===== src/rtl/multi_channel_p2s.sv =====
// Multi-channel parallel-to-serial converter.
// Each channel owns a one-word holding buffer and a shift register. When every
// channel has a word pending, all holdings move into the shift registers at once
// and the frame is shifted out in lock-step, one bit per channel per clock.
// The next word set may be collected while a frame is still shifting; if it is
// complete by the last bit, the next frame follows with no gap cycle.
module multi_channel_p2s #(
    parameter int DATA_W    = 40,
    parameter int N_CH      = 2,
    parameter int MSB_FIRST = 0
) (
    input  logic                     Sclk,
    input  logic                     uni_reset_n,
    input  logic                     flush,
    input  logic [N_CH-1:0]          ch_finish,
    input  logic [N_CH*DATA_W-1:0]   ch_data,
    output logic                     OutReady,
    output logic [N_CH-1:0]          serial_out,
    output logic                     frame_start,
    output logic [N_CH-1:0]          pending,
    output logic [N_CH-1:0]          overrun
);

    localparam int CNT_W = (DATA_W > 2) ? $clog2(DATA_W) : 1;
    localparam logic [CNT_W-1:0] CNT_LAST = CNT_W'(DATA_W - 1);
    localparam logic [CNT_W-1:0] CNT_ONE  = CNT_W'(1);

    typedef enum logic {
        IDLE  = 1'b0,
        SHIFT = 1'b1
    } state_t;

    state_t              state_r;
    logic [CNT_W-1:0]    cnt_r;
    logic [DATA_W-1:0]   holding_r [N_CH];
    logic [DATA_W-1:0]   shift_r   [N_CH];
    logic [N_CH-1:0]     pending_r;
    logic [N_CH-1:0]     overrun_r;
    logic [N_CH-1:0]     serial_r;
    logic                out_ready_r;
    logic                frame_start_r;

    logic                all_pending_s;
    logic                last_bit_s;
    logic                xfer_s;

    // Bit presented on the line for a given shift-register content.
    function automatic logic out_bit(input logic [DATA_W-1:0] w);
        if (MSB_FIRST != 0) begin
            return w[DATA_W-1];
        end else begin
            return w[0];
        end
    endfunction

    // One shift step toward the output end, filling with zero.
    function automatic logic [DATA_W-1:0] shift_word(input logic [DATA_W-1:0] w);
        if (MSB_FIRST != 0) begin
            return {w[DATA_W-2:0], 1'b0};
        end else begin
            return {1'b0, w[DATA_W-1:1]};
        end
    endfunction

    // Transfer decision: all channels pending, and the line is idle or on its last bit.
    always_comb begin
        all_pending_s = &pending_r;
        last_bit_s    = (state_r == SHIFT) && (cnt_r == CNT_LAST);
        xfer_s        = all_pending_s && ((state_r == IDLE) || last_bit_s);
    end

    // Holding buffers: capture new words, track pending and sticky overrun per channel.
    always_ff @(posedge Sclk or negedge uni_reset_n) begin
        if (!uni_reset_n) begin
            for (int c = 0; c < N_CH; c++) begin
                holding_r[c] <= {DATA_W{1'b0}};
            end
            pending_r <= {N_CH{1'b0}};
            overrun_r <= {N_CH{1'b0}};
        end else if (flush) begin
            pending_r <= {N_CH{1'b0}};
            overrun_r <= {N_CH{1'b0}};
        end else begin
            for (int c = 0; c < N_CH; c++) begin
                if (ch_finish[c]) begin
                    // A word arriving on the transfer edge refills the buffer being emptied.
                    if (!pending_r[c] || xfer_s) begin
                        holding_r[c] <= ch_data[c*DATA_W +: DATA_W];
                        pending_r[c] <= 1'b1;
                    end else begin
                        overrun_r[c] <= 1'b1;
                    end
                end else if (xfer_s) begin
                    pending_r[c] <= 1'b0;
                end else begin
                    pending_r[c] <= pending_r[c];
                end
            end
        end
    end

    // Framing FSM: loads shift registers, counts bits and drives registered line outputs.
    always_ff @(posedge Sclk or negedge uni_reset_n) begin
        if (!uni_reset_n) begin
            state_r       <= IDLE;
            cnt_r         <= {CNT_W{1'b0}};
            out_ready_r   <= 1'b0;
            frame_start_r <= 1'b0;
            serial_r      <= {N_CH{1'b0}};
            for (int c = 0; c < N_CH; c++) begin
                shift_r[c] <= {DATA_W{1'b0}};
            end
        end else if (flush) begin
            state_r       <= IDLE;
            cnt_r         <= {CNT_W{1'b0}};
            out_ready_r   <= 1'b0;
            frame_start_r <= 1'b0;
            serial_r      <= {N_CH{1'b0}};
            for (int c = 0; c < N_CH; c++) begin
                shift_r[c] <= {DATA_W{1'b0}};
            end
        end else if (xfer_s) begin
            // Start of a frame, either from IDLE or back-to-back after the last bit.
            state_r       <= SHIFT;
            cnt_r         <= {CNT_W{1'b0}};
            out_ready_r   <= 1'b1;
            frame_start_r <= 1'b1;
            for (int c = 0; c < N_CH; c++) begin
                shift_r[c]  <= holding_r[c];
                serial_r[c] <= out_bit(holding_r[c]);
            end
        end else begin
            case (state_r)
                IDLE: begin
                    state_r       <= IDLE;
                    cnt_r         <= {CNT_W{1'b0}};
                    out_ready_r   <= 1'b0;
                    frame_start_r <= 1'b0;
                    serial_r      <= {N_CH{1'b0}};
                end
                SHIFT: begin
                    if (last_bit_s) begin
                        state_r       <= IDLE;
                        cnt_r         <= {CNT_W{1'b0}};
                        out_ready_r   <= 1'b0;
                        frame_start_r <= 1'b0;
                        serial_r      <= {N_CH{1'b0}};
                        for (int c = 0; c < N_CH; c++) begin
                            shift_r[c] <= {DATA_W{1'b0}};
                        end
                    end else begin
                        state_r       <= SHIFT;
                        cnt_r         <= cnt_r + CNT_ONE;
                        out_ready_r   <= 1'b1;
                        frame_start_r <= 1'b0;
                        for (int c = 0; c < N_CH; c++) begin
                            shift_r[c]  <= shift_word(shift_r[c]);
                            serial_r[c] <= out_bit(shift_word(shift_r[c]));
                        end
                    end
                end
                default: begin
                    state_r       <= IDLE;
                    cnt_r         <= {CNT_W{1'b0}};
                    out_ready_r   <= 1'b0;
                    frame_start_r <= 1'b0;
                    serial_r      <= {N_CH{1'b0}};
                end
            endcase
        end
    end

    assign OutReady    = out_ready_r;
    assign frame_start = frame_start_r;
    assign serial_out  = serial_r;
    assign pending     = pending_r;
    assign overrun     = overrun_r;

endmodule


===== config.mk =====
export PLATFORM = sky130hd
export DESIGN_NAME = multi_channel_p2s
export DESIGN_NICKNAME = d
export VERILOG_FILES = /design/src/rtl/multi_channel_p2s.sv
export SDC_FILE = /design/constraint.sdc
export NUM_CORES = 1
export LEC_CHECK = 0
export CORE_ASPECT_RATIO = 0.75
export CORE_UTILIZATION = 43
export CTS_BUF_LIST = sky130_fd_sc_hd__clkbuf_8
export DETAILED_ROUTE_END_ITERATION = 10
export DONT_BUFFER_PORTS = 1
export PLACE_DENSITY = 0.61
export SLEW_MARGIN = 10
export SYNTH_ARGS = -nofsm -noshare
export SYNTH_HDL_FRONTEND = slang
export SYNTH_SLANG_ARGS = --single-unit

===== constraint.sdc =====
create_clock -name Sclk -period 2.2 [get_ports Sclk]
set_clock_uncertainty 0.05 [all_clocks]
set_input_delay 0.22 -clock Sclk [delete_from_list [all_inputs] [get_ports Sclk]]
set_output_delay 0.22 -clock Sclk [all_outputs]
set_load 0.005 [all_outputs]

### Yosys cells after proc, flatten, opt, wreduce, memory -nomap -nowiden

Index checks and enable logic that the tools add are counted.

* register bits after elaboration: 174
* input bits: 85
* output and inout port bits: 8
* logic and storage cells: 68

* $add $sub $neg: 1
* equal/unequal tests: 5
* muxes and demuxes: 29
* bitwise gates (word level): 2
* reduce and logical (&&, ||, !) cells: 19

Operators by type and width (number)
* $mux 80: 3
* $mux 79: 1
* $mux 6: 3
* $mux 1: 14
* $pmux 6 s2: 1
* $mux 2: 5
* $reduce_and 2->1: 5
* $reduce_bool 3->1: 3
* $add 6x1->6 const B: 1
* $eq 6x6->1 const B: 1
* $ne 3x2->1 const B: 2
* $reduce_and 3->1: 2
* $ne 2x2->1 const B: 2
* $pmux 2 s2: 1
* $reduce_bool 2->1: 2
* $logic_or 1x1->1: 3
* $logic_and 1x1->1: 2
* $logic_not 1->1: 2
* $not 1->1: 2
* $pmux 1 s2: 1

### Longest topological paths before layout

Gate-level depths: netlist of run 1.

* depth after elaboration: 8
* mapped depth: 7
* gate-level depth less buffers: 5

### Worst setup path after synthesis of run 1

Ideal clock, no wire load.

* kind: reg-to-reg
* from: register cnt_r[3]
* to: register shift_r[50] in the netlist's numbering
* library setup time: 0.126 ns
* arrival: 1.768 ns
* required time: 2.024 ns
* slack: 0.256 ns
* stages on the path, launching flop included: 7
* buffers on the path: 2
* period minus slack after synthesis: 1.944 ns
* cell sequence: dfrtp_1 -> or3b_4 -> o21ai_4 -> nor2_1 -> buf_2 -> buf_2 -> a221o_1

* longest elaborated chain between the ends: 6
* elaborated cells between the ends (all ways): 9
* classes of those cells: eq/ne: 1; mux: 4; reduce/logical: 4

Ends and longest elaborated chain
* start, declared: RTL line 34 `logic [CNT_W-1:0] cnt_r;`
* start signal, assigned: RTL line 106 `cnt_r <= {CNT_W{1'b0}};`
* start signal, assigned: RTL line 115 `cnt_r <= {CNT_W{1'b0}};`
* start signal, assigned: RTL line 125 `cnt_r <= {CNT_W{1'b0}};`
* $eq 6x6->1 (*): RTL line 68 `last_bit_s = (state_r == SHIFT) && (cnt_r == CNT_LAST);`
* $logic_and 1x1->1 (*): RTL line 68
* $mux 79 or $logic_or 1x1->1 (tied branches): RTL line 142, 69
* $mux 80 or $logic_and 1x1->1 (tied branches): RTL line 133, 69
* $mux 80: RTL line 122 `end else if (xfer_s) begin`
* $mux 80: RTL line 113 `end else if (flush) begin`
* end signal, assigned by index: RTL line 111 `shift_r[c] <= {DATA_W{1'b0}};`
* end signal, assigned by index: RTL line 120 `shift_r[c] <= {DATA_W{1'b0}};`
* end signal, assigned by index: RTL line 129 `shift_r[c] <= holding_r[c];`
* end, declared: RTL line 36 `logic [DATA_W-1:0] shift_r [N_CH];`

Every way passes the cells marked *; elsewhere a longest branch is shown, timed or not. The select of a mux whose other input is x is not followed.
A chain may end at the register's enable or synchronous reset.

### Worst setup path after layout of run 1

* from: register cnt_r[3]
* to: register shift_r[51] in the netlist's numbering

Same word-level chain as after synthesis.

==> impl_metrics.toml, run 1 <==
[outcome]
status = "complete, but fails checks"
violations = "hold timing"

[synthesis]
syn_area_per_cell_um2 = 14.1
synth-seq-cells = 172
ys_seq_area_share_pct = 62.1
ys_warn_count = 0
syn_nets = 578
syn-cell-area_mm2 = 0.00693
syn_inst = 492
synth_cell_types = 26

[routing]
finalWirelength_um = 14300
drt.antenna.violating_nets = 0
routedWlPerCell_um = 18.1
drt_iter0_markers = 356
drt_first_pass_iters = 4
drc = 0
via_per_inst = 5.45
vias = 4308

[hold_path]
min_path_type = "primary input to asynchronous set/reset pin"

[sta]
setup_ws_ps = 99.2
drv_slew = 0
slew_headroom_pct = 63.3
timing.setup.tns_ps = 0
timing.fmax_mhz = 476
hold_viol_final = 172
tightest_slew_ps = 549
fin_crit_ps = 2100
grt_setup_unrepaired = "false"
whs_ps = -591
setup_viol = 0
period_share_pct = 95.5

[global_routing]
grt.overflow.total = 0
grt_max_degree = 173
grt_pass1_vias = 4656
antenna_found_initial = 0
grt_pass1_wl_um = 24200
globalRouteTotalUtil_pct = 18.9

[worst_setup_path]
cp.buffers_inverters = 1
cp-end-kind = "flop"
crit_type = "flop to flop"
worstPathMaxFanout = 43
path_cells = "or3b_4 -> o21ai_4 -> nor3b_4 -> buf_12 -> a221o_1"
cp_data_arrival_time_ps = 2430
cp_slowest_cell = "or3b_4"
required_ps = 2530
cp_top_family = "simple AND/OR/NAND/NOR gates"
cp-start-kind = "flop"
slowest_delay_ps = 440

[floorplanning]
core_area_mm2 = 0.0155
dieArea_mm2 = 0.0166
dieHeight_um = 112
ioPinCount = 93
die_x_um = 149
fp-row-count = 39
start_util_pct = 44.8

[place]
dpl_cell_area_mm2 = 0.00719
dp.final_hpwl_um = 8070
post-place-ws_ps = 157
io_buffers = 0
gp_congestion = 0.732

[layout]
design_area_mm2 = 0.00845
antenna_cells = 0
final_cell_mix = "dfrtp_1 (172), dlygate4sd3_1 (84), mux2_2 (80), and2_1 (78), a221o_1 (76)"
syn2layout_area_growth_pct = 21.9
drive_above_1_share_pct = 21.9
layout_commonest_cell = "dfrtp_1"
final_nets = 658

[clock_tree]
cts_tree = "built"
clk_latency_ps = 450
ctsHoldBuffers = 84
cts_max_level = 4
cts_inserted_buffers = 17
clkSlewWorstSetupHoldPaths_ps = 90
cts.sinks = 172
clk_path_buf_depth = 2
root_buffer = "clkbuf_8"

[pwr]
ir_drop_v = 0.000488
p_per_area_mw_per_mm2 = 788
power_leakage_nw = 3.77

[run]
maxCapViolCount = 0
## per-layer routing
layer	routed length (um)	track usage [%]	vias up
met1	6570	25.5	2226
met3	733	5.78	8
li1	-	-	1975
met4	82	5.09	0
met5	0	0	-
met2	6890	29.6	99
## cell usage after synthesis
cell,number,area [um2]
dfrtp_1,172,4300
mux2_2,80,901
and2_1,78,488
a221o_1,76,761
buf_2,17,85.1
clkbuf_1,12,45.0
nand3_1,10,50.1
a21oi_1,7,35.0
nor2_1,7,26.3
inv_1,4,15.0
nand3b_1,4,30.0
buf_4,3,22.5
nand2_1,3,11.3
buf_1,2,7.51
nand2b_1,2,12.5
o221ai_1,2,17.5
o31ai_1,2,15.0
xnor2_1,2,17.5
xor2_1,2,17.5
ha_1,1,12.5
nor3_1,1,5.00
nor3b_2,1,12.5
o21ai_4,1,16.3
or2_1,1,6.26
or2_2,1,6.26
or3b_4,1,11.3
## through the flow
stage / utilization (%) / std cells / total power, mW / hold slack (ps)
after global routing: 54.6 / 790 / 6.98 / -655
after global placement: 46.5 / 674 / 4.26 / -122
after detailed placement: 46.5 / 674 / 4.30 / -122
final: 54.6 / 790 / 6.66 / -591
after CTS: 54.6 / 790 / 6.71 / -630
after floorplan: - / 492 / 4.15 / -126
## where the power goes
group | internal, mW | total, mW | switching [mW]
Clock | 1.16 | 2.29 | 1.13
Sequential | 3.51 | 3.72 | 0.202
Combinational | 0.422 | 0.655 | 0.233
## cell type report
cell class / count / area [um2]
Clock buffer: 22 / 303
Inverter: 4 / 15.0
Sequential cell: 172 / 4300
Timing Repair Buffer: 95 / 986
Tap cell: 205 / 256
Multi-Input combinational cell: 282 / 2470
Clock inverter: 10 / 113
Fill cell: 1259 / 7020
## registers in the layout, summed over array words and instances, names as in the netlist
signal,cells
serial_out,2
shift_r,78
holding_r,80
pending,2
overrun,2
OutReady,1
frame_start,1
cnt_r,6
## worst register-to-register path: cells and delay by family (launching register included)
kind / cells / cell delay [ps]
buffers and inverters: 1 / 280
DFF: 1 / 430
AOI/OAI and AO/OA: 2 / 470
and+or+nand+nor: 2 / 790
## final timing paths
| check | from | to | slack, ps | cells after the start |
|---|---|---|---|---|
| setup / recovery | cnt_r[3] | shift_r[51] | 100 | 5 |
| hold / removal | uni_reset_n | frame_start | -590 | 0 |
| setup reg to reg | cnt_r[3] | shift_r[51] | 100 | 5 |
| hold reg to reg | cnt_r[0] | cnt_r[0] | 420 | 1 |
| max in group asynchronous | uni_reset_n | holding_r[16] | 2500 | 0 |
| min in group Sclk | flush | cnt_r[1] | 220 | 3 |
## cells by family (layout without fill, tap and decap cells)
logic type,Yosys count,after routing,synth area share [%]
flip-flops,172,172,62.1
AND/OR/NAND/NOR,109,109,9.51
AO/OA/AOI/OAI,88,88,12.2
multiplexers,80,80,13.0
buffers and inverters,38,131,2.53
XOR/XNOR,4,4,0.506
adder cells (fa/ha/maj),1,1,0.180
## repair_timing
item	in CTS	in global routing
hold endpoints to repair	267	172
gates resized for setup	0	0
setup buffers	0	0
Power figures use the tool's default switching activity.
==> inputs of run 2 (changes only) <==
- SETUP_SLACK_MARGIN: not set -> 0.1
==> run 2 against run 1 <==
  * The run still ends with hold timing left
  * Register-to-register slack better by 90 ps
  * Critical path depth unchanged
  * Combinational power up 2%
  * Critical path type unchanged
==> impl_metrics.toml, run 2 (same netlist as run 1, synthesis figures left out) <==
[layout]
reg.largest.list = "holding_r (80), shift_r (78), cnt_r (6)"
fin_cells = 794
nFillCells = 1256
final_cell_mix = "dfrtp_1 (172), dlygate4sd3_1 (84), mux2_2 (80), and2_1 (78), a221o_1 (76)"
antenna_cells = 0
multi_input_area_mm2 = 0.00248
drive_above_1_share_pct = 22.8
largest_reg_flops = 80
final_nets = 662
seq_area_mm2 = 0.00430
largest_register = "holding_r"
syn2layout_area_growth_pct = 22.7
layout_commonest_cell = "dfrtp_1"

[floorplanning]
start_util_pct = 44.8
ioPinCount = 93
fp-row-count = 39
dieArea_mm2 = 0.0166
dieHeight_um = 112
die_x_um = 149
core_area_mm2 = 0.0155

[place]
gp_congestion = 0.732
post-place-ws_ps = 157
io_buffers = 0
dp.final_hpwl_um = 8070
dp.cells = 674

[sta]
hold_viol_final = 172
setup_ws_ps = 191
fin_crit_ps = 2010
setup_viol = 0
timing.setup.tns_ps = 0
tightest_slew_ps = 539
slew_headroom_pct = 64.0
grt_setup_unrepaired = "false"
timing.fmax_mhz = 498
period_share_pct = 91.3
whs_ps = -590
drv_slew = 0

[global_routing]
grt.overflow.total = 0
grt_max_degree = 173
globalRouteTotalUtil_pct = 18.9
grt_pass1_wl_um = 24200
grt_pass1_vias = 4656
antenna_found_initial = 0

[worst_setup_path]
slowest_delay_ps = 450
cp_data_arrival_time_ps = 2290
cp_slowest_cell = "or3b_4"
cp-start-kind = "flop"
path_cells = "or3b_4 -> o21ai_4 -> nor2_4 -> buf_4 -> a221o_1"
crit_type = "flop to flop"
cp-end-kind = "flop"
cp_top_family = "compound AO/OA/AOI/OAI gates"
required_ps = 2480
worstPathMaxFanout = 35
cp.buffers_inverters = 1
reg2reg_setup_slack_ps = 190

[clock_tree]
cts_max_level = 4
ctsHoldBuffers = 84
cts_inserted_buffers = 17
root_buffer = "clkbuf_8"
cts.sinks = 172
clkSlewWorstSetupHoldPaths_ps = 90
cts_tree = "built"
clk_path_buf_depth = 2
clk_latency_ps = 450

[routing]
drt_first_pass_iters = 4
vias = 4334
routedWlPerCell_um = 18.4
finalWirelength_um = 14600
via_per_inst = 5.46
drt_iter0_markers = 340
drt.antenna.violating_nets = 0
drc = 0

[pwr]
ir_drop_v = 0.000488
power.total_mw = 6.68
p_per_area_mw_per_mm2 = 785
power_leakage_nw = 3.79

[hold_path]
min_path_type = "primary input to asynchronous set/reset pin"

[outcome]
violations = "hold timing"
status = "complete, but fails checks"

[run]
maxCapViolCount = 0
[run 2: changes by cell type in the layout (fill, tap and decap cells not counted), sizes merged]
cell	delta
clkbuf	+1
buf	+3
[run 2: cell type report]
cell class	instances	share of cell area (%)
inverters	4	0.176
clock buffers	22	3.56
clock inverters	10	1.32
flip-flops and latches	172	50.6
repair buffers	99	12.1
multi-input cells	282	29.2
well taps	205	3.01
[run 2: timing repair]
item                                    CTS  global route
endpoints found under the setup margin    0            99
resized for setup                         0             2
hold endpoints to repair                267           172
buffers inserted                          0             3
[run 2: path summary, 6_finish.rpt]
check                            start           to  cells past startpoint
max                           cnt_r[3]  shift_r[34]                      5
min                        uni_reset_n  frame_start                      0
max reg2reg                   cnt_r[3]  shift_r[34]                      5
min reg2reg                   cnt_r[0]     cnt_r[0]                      1
max in group asynchronous  uni_reset_n  shift_r[36]                      0
min in group Sclk                flush     cnt_r[1]                      3
[run 2: power by group]
group          leakage [nW]  internal, mW  total, mW  switching (mW)
clock network         0.216          1.16       2.29            1.14
registers              2.21          3.51       3.72           0.204
logic                  1.37         0.428      0.665           0.237
[run 2: metrics by stage]
stage	hold WS (ps)	area (um2)	util [%]
detailed placement	-122	7190	46.5
finish	-590	8510	55.0
global placement	-122	7190	46.5
global route	-655	8510	55.0
CTS	-630	8450	54.6
floorplan	-126	6930	-
[run 2: metal layers]
metal	share of wire, %	GRT usage, %	vias up	routed length (um)
met5	0	0	-	0
li1	-	-	1986	-
met2	48	29.6	102	7050
met3	5.0	5.78	6	728
met1	46	25.5	2240	6770
met4	0.51	5.09	0	74
==> inputs of run 3 (changes only) <==
- ABC_AREA: not set -> 1
- ABC_CLOCK_PERIOD_IN_PS: not set -> 2200
==> run 3 against run 2 <==
  * The run still ends with hold timing left
  * Die area increased by 16%
  * Routed wire length grew 35%
  * Combinational power increased by 52%
  * Sequential share of layout area fell by 5.3 points
  * Count of clock-buffer cells in the layout is 3 lower
  * Flip-flop and latch count is the same
==> impl_metrics.toml, run 3 <==
[hold_path]
min_path_type = "primary input to asynchronous set/reset pin"

[layout]
design_area_mm2 = 0.00950
final_nets = 1143
multi_input_area_mm2 = 0.00339
largest_register = "holding_r"
syn2layout_area_growth_pct = 18.1
antenna_cells = 0
drive_above_1_share_pct = 6.17
largest_reg_flops = 80
nFillCells = 1731
seq_area_mm2 = 0.00430
layout_commonest_cell = "nand2_1"
reg.largest.list = "holding_r (80), shift_r (78), cnt_r (6)"
final_cell_mix = "nand2_1 (479), dfrtp_1 (172), nand3_1 (159), dlygate4sd3_1 (83), nand3b_1 (76)"

[outcome]
status = "complete, but fails checks"
violations = "hold timing"

[clock_tree]
cts_inserted_buffers = 17
root_buffer = "clkbuf_8"
cts_max_level = 4
cts.sinks = 172
cts_tree = "built"
clk_path_buf_depth = 2
clk_latency_ps = 460
cts_setup_buffers = 0
ctsHoldBuffers = 83
clkSlewWorstSetupHoldPaths_ps = 90

[synthesis]
syn_area_per_cell_um2 = 7.99
synth_top_area_cell = "dfrtp_1"
syn-cell-area_mm2 = 0.00805
ys_top_cells_by_count = "nand2_1 (479), dfrtp_1 (172), nand3_1 (160), nand3b_1 (76)"
yosys.area.top_type_share_pct = 53.5
syn_inst = 1008
synth-seq-cells = 172
synth_cell_types = 22
syn_nets = 1094
synth_ff_type = "dfrtp_1"
async_flop_share_pct = 100
synth_edf_count = 0
synth.most_common_cell = "nand2_1"
ys_warn_count = 0
synth.area.top_cells = "dfrtp_1 (53%), nand2_1 (22%), nand3_1 (9.9%), nand3b_1 (7.1%), buf_2 (1.9%)"
ys_seq_area_share_pct = 53.5

[place]
gp_congestion = 0.759
io_buffers = 0
dpl_cell_area_mm2 = 0.00826
dp.final_hpwl_um = 10800

[global_routing]
grt_pass1_vias = 6484
antenna_found_initial = 0
grt_pass1_wl_um = 33500
grt.overflow.total = 0
grt_max_degree = 173
globalRouteTotalUtil_pct = 22.0

[run]
maxCapViolCount = 0

[pwr]
p_per_area_mw_per_mm2 = 742
sw_frac_of_total_pct = 28.2
internal-power_mw = 5.06
seq_power_share_pct = 52.9
p_clk_share_pct = 32.7
combPwrFrac_pct = 14.4
power_leakage_nw = 5.01
ir_drop_v = 0.000398
p_switching_mw = 1.99

[routing]
via_per_inst = 5.07
vias = 6655
drt_first_pass_iters = 5
drc = 0
drt.antenna.violating_nets = 0
routedWlPerCell_um = 15.1
drt_iter0_markers = 590
finalWirelength_um = 19800

[floorplanning]
dieArea_mm2 = 0.0193
dieHeight_um = 120
core_area_mm2 = 0.0180
start_util_pct = 44.8
fp-row-count = 42
die_x_um = 160
ioPinCount = 93

[sta]
whs_ps = -596
grt_setup_unrepaired = "false"
period_share_pct = 87.2
timing.fmax_mhz = 521
tightest_slew_ps = 1050
hold_viol_final = 172
timing.setup.tns_ps = 0
slew_headroom_pct = 29.8
setup_viol = 0
drv_slew = 0
fin_crit_ps = 1920

[worst_setup_path]
cp-end-kind = "flop"
worstPathMaxFanout = 29
required_ps = 2530
path_cells = "ha_1 -> nand2_2 -> nor2_2 -> nand2_1 -> nand2_2 -> nand2_4 -> buf_4 -> nor2_2 -> nand2_1 -> o21ai_0"
cp_data_arrival_time_ps = 2250
crit_type = "flop to flop"
cp-start-kind = "flop"
cp_slowest_cell = "dfrtp_1"
slowest_delay_ps = 400
-- run 3: what timing repair did --
action                                 CTS  global route
gates resized for setup                  0             1
endpoints found under the hold margin  288           172
cloned                                   1             0
pin swaps                                1             0
setup endpoints to repair                1             4
-- run 3: area by class of cell --
cell class / instances / area share, %
well taps: 242 / 3.19
inverters: 13 / 0.513
repair buffers: 103 / 11.1
clock inverters: 13 / 1.47
flip-flops and latches: 172 / 45.3
multi-input cells: 750 / 35.7
clock buffers: 19 / 2.75
-- run 3: power by group through the flow --
stage,registers [mW],logic [mW],clock network [mW]
3_3_place_gp,3.78,0.870,0
2_1_floorplan,3.72,0.717,0
4_1_cts,3.73,1.02,2.34
3_5_place_dp,3.79,0.890,0
6_report,3.73,1.01,2.30
5_1_grt,3.78,1.16,2.49
-- run 3: final timing paths --
check	from	to	slack, ps	depth (start not counted)
worst max-delay path	cnt_r[0]	serial_out[0]	280	10
worst max register to register	cnt_r[0]	serial_out[0]	280	10
worst min register to register	holding_r[34]	holding_r[34]	420	2
max in group asynchronous	uni_reset_n	shift_r[53]	2350	0
min in group Sclk	flush	shift_r[62]	90	3
worst min-delay path	uni_reset_n	holding_r[3]	-600	0
-- run 3: cells by family (layout without fill, tap and decap cells) --
logic type                 after synthesis  after routing  synth area share (%)
AOI/OAI and AO/OA                        7              7                 0.435
xor gates and xnor gates                 1              1                 0.109
adders and majority gates                1              1                 0.155
buffers and inverters                   87            148                  4.90
DFF                                    172            172                  53.5
and+or+nand+nor                        740            741                  40.9
-- run 3: layer usage --
| layer | wire (um) | track usage, % |
|---|---|---|
| met1 | 10100 | 32.9 |
| met2 | 8680 | 32.8 |
| met3 | 837 | 4.19 |
| met4 | 164 | 5.42 |
| met5 | 0 | 0 |
-- run 3: stage by stage --
step	hold WS, ps	util (%)	power [mW]	worst slack [ps]	cells
finish	-596	52.9	7.05	282	1312
global route	-637	52.9	7.44	115	1312
CTS	-633	52.8	7.09	257	1312
detailed placement	-119	46.0	4.68	115	1196
global placement	-113	46.0	4.65	169	1196
floorplan	-126	-	4.44	588	1008
-- run 3: critical path: cells and delay by family, from the launching register on --
family	cells	cell delay, ps
fa+ha+maj	1	190
buf+inv	1	250
compound gates	1	80
flops	1	400
simple gates	7	870
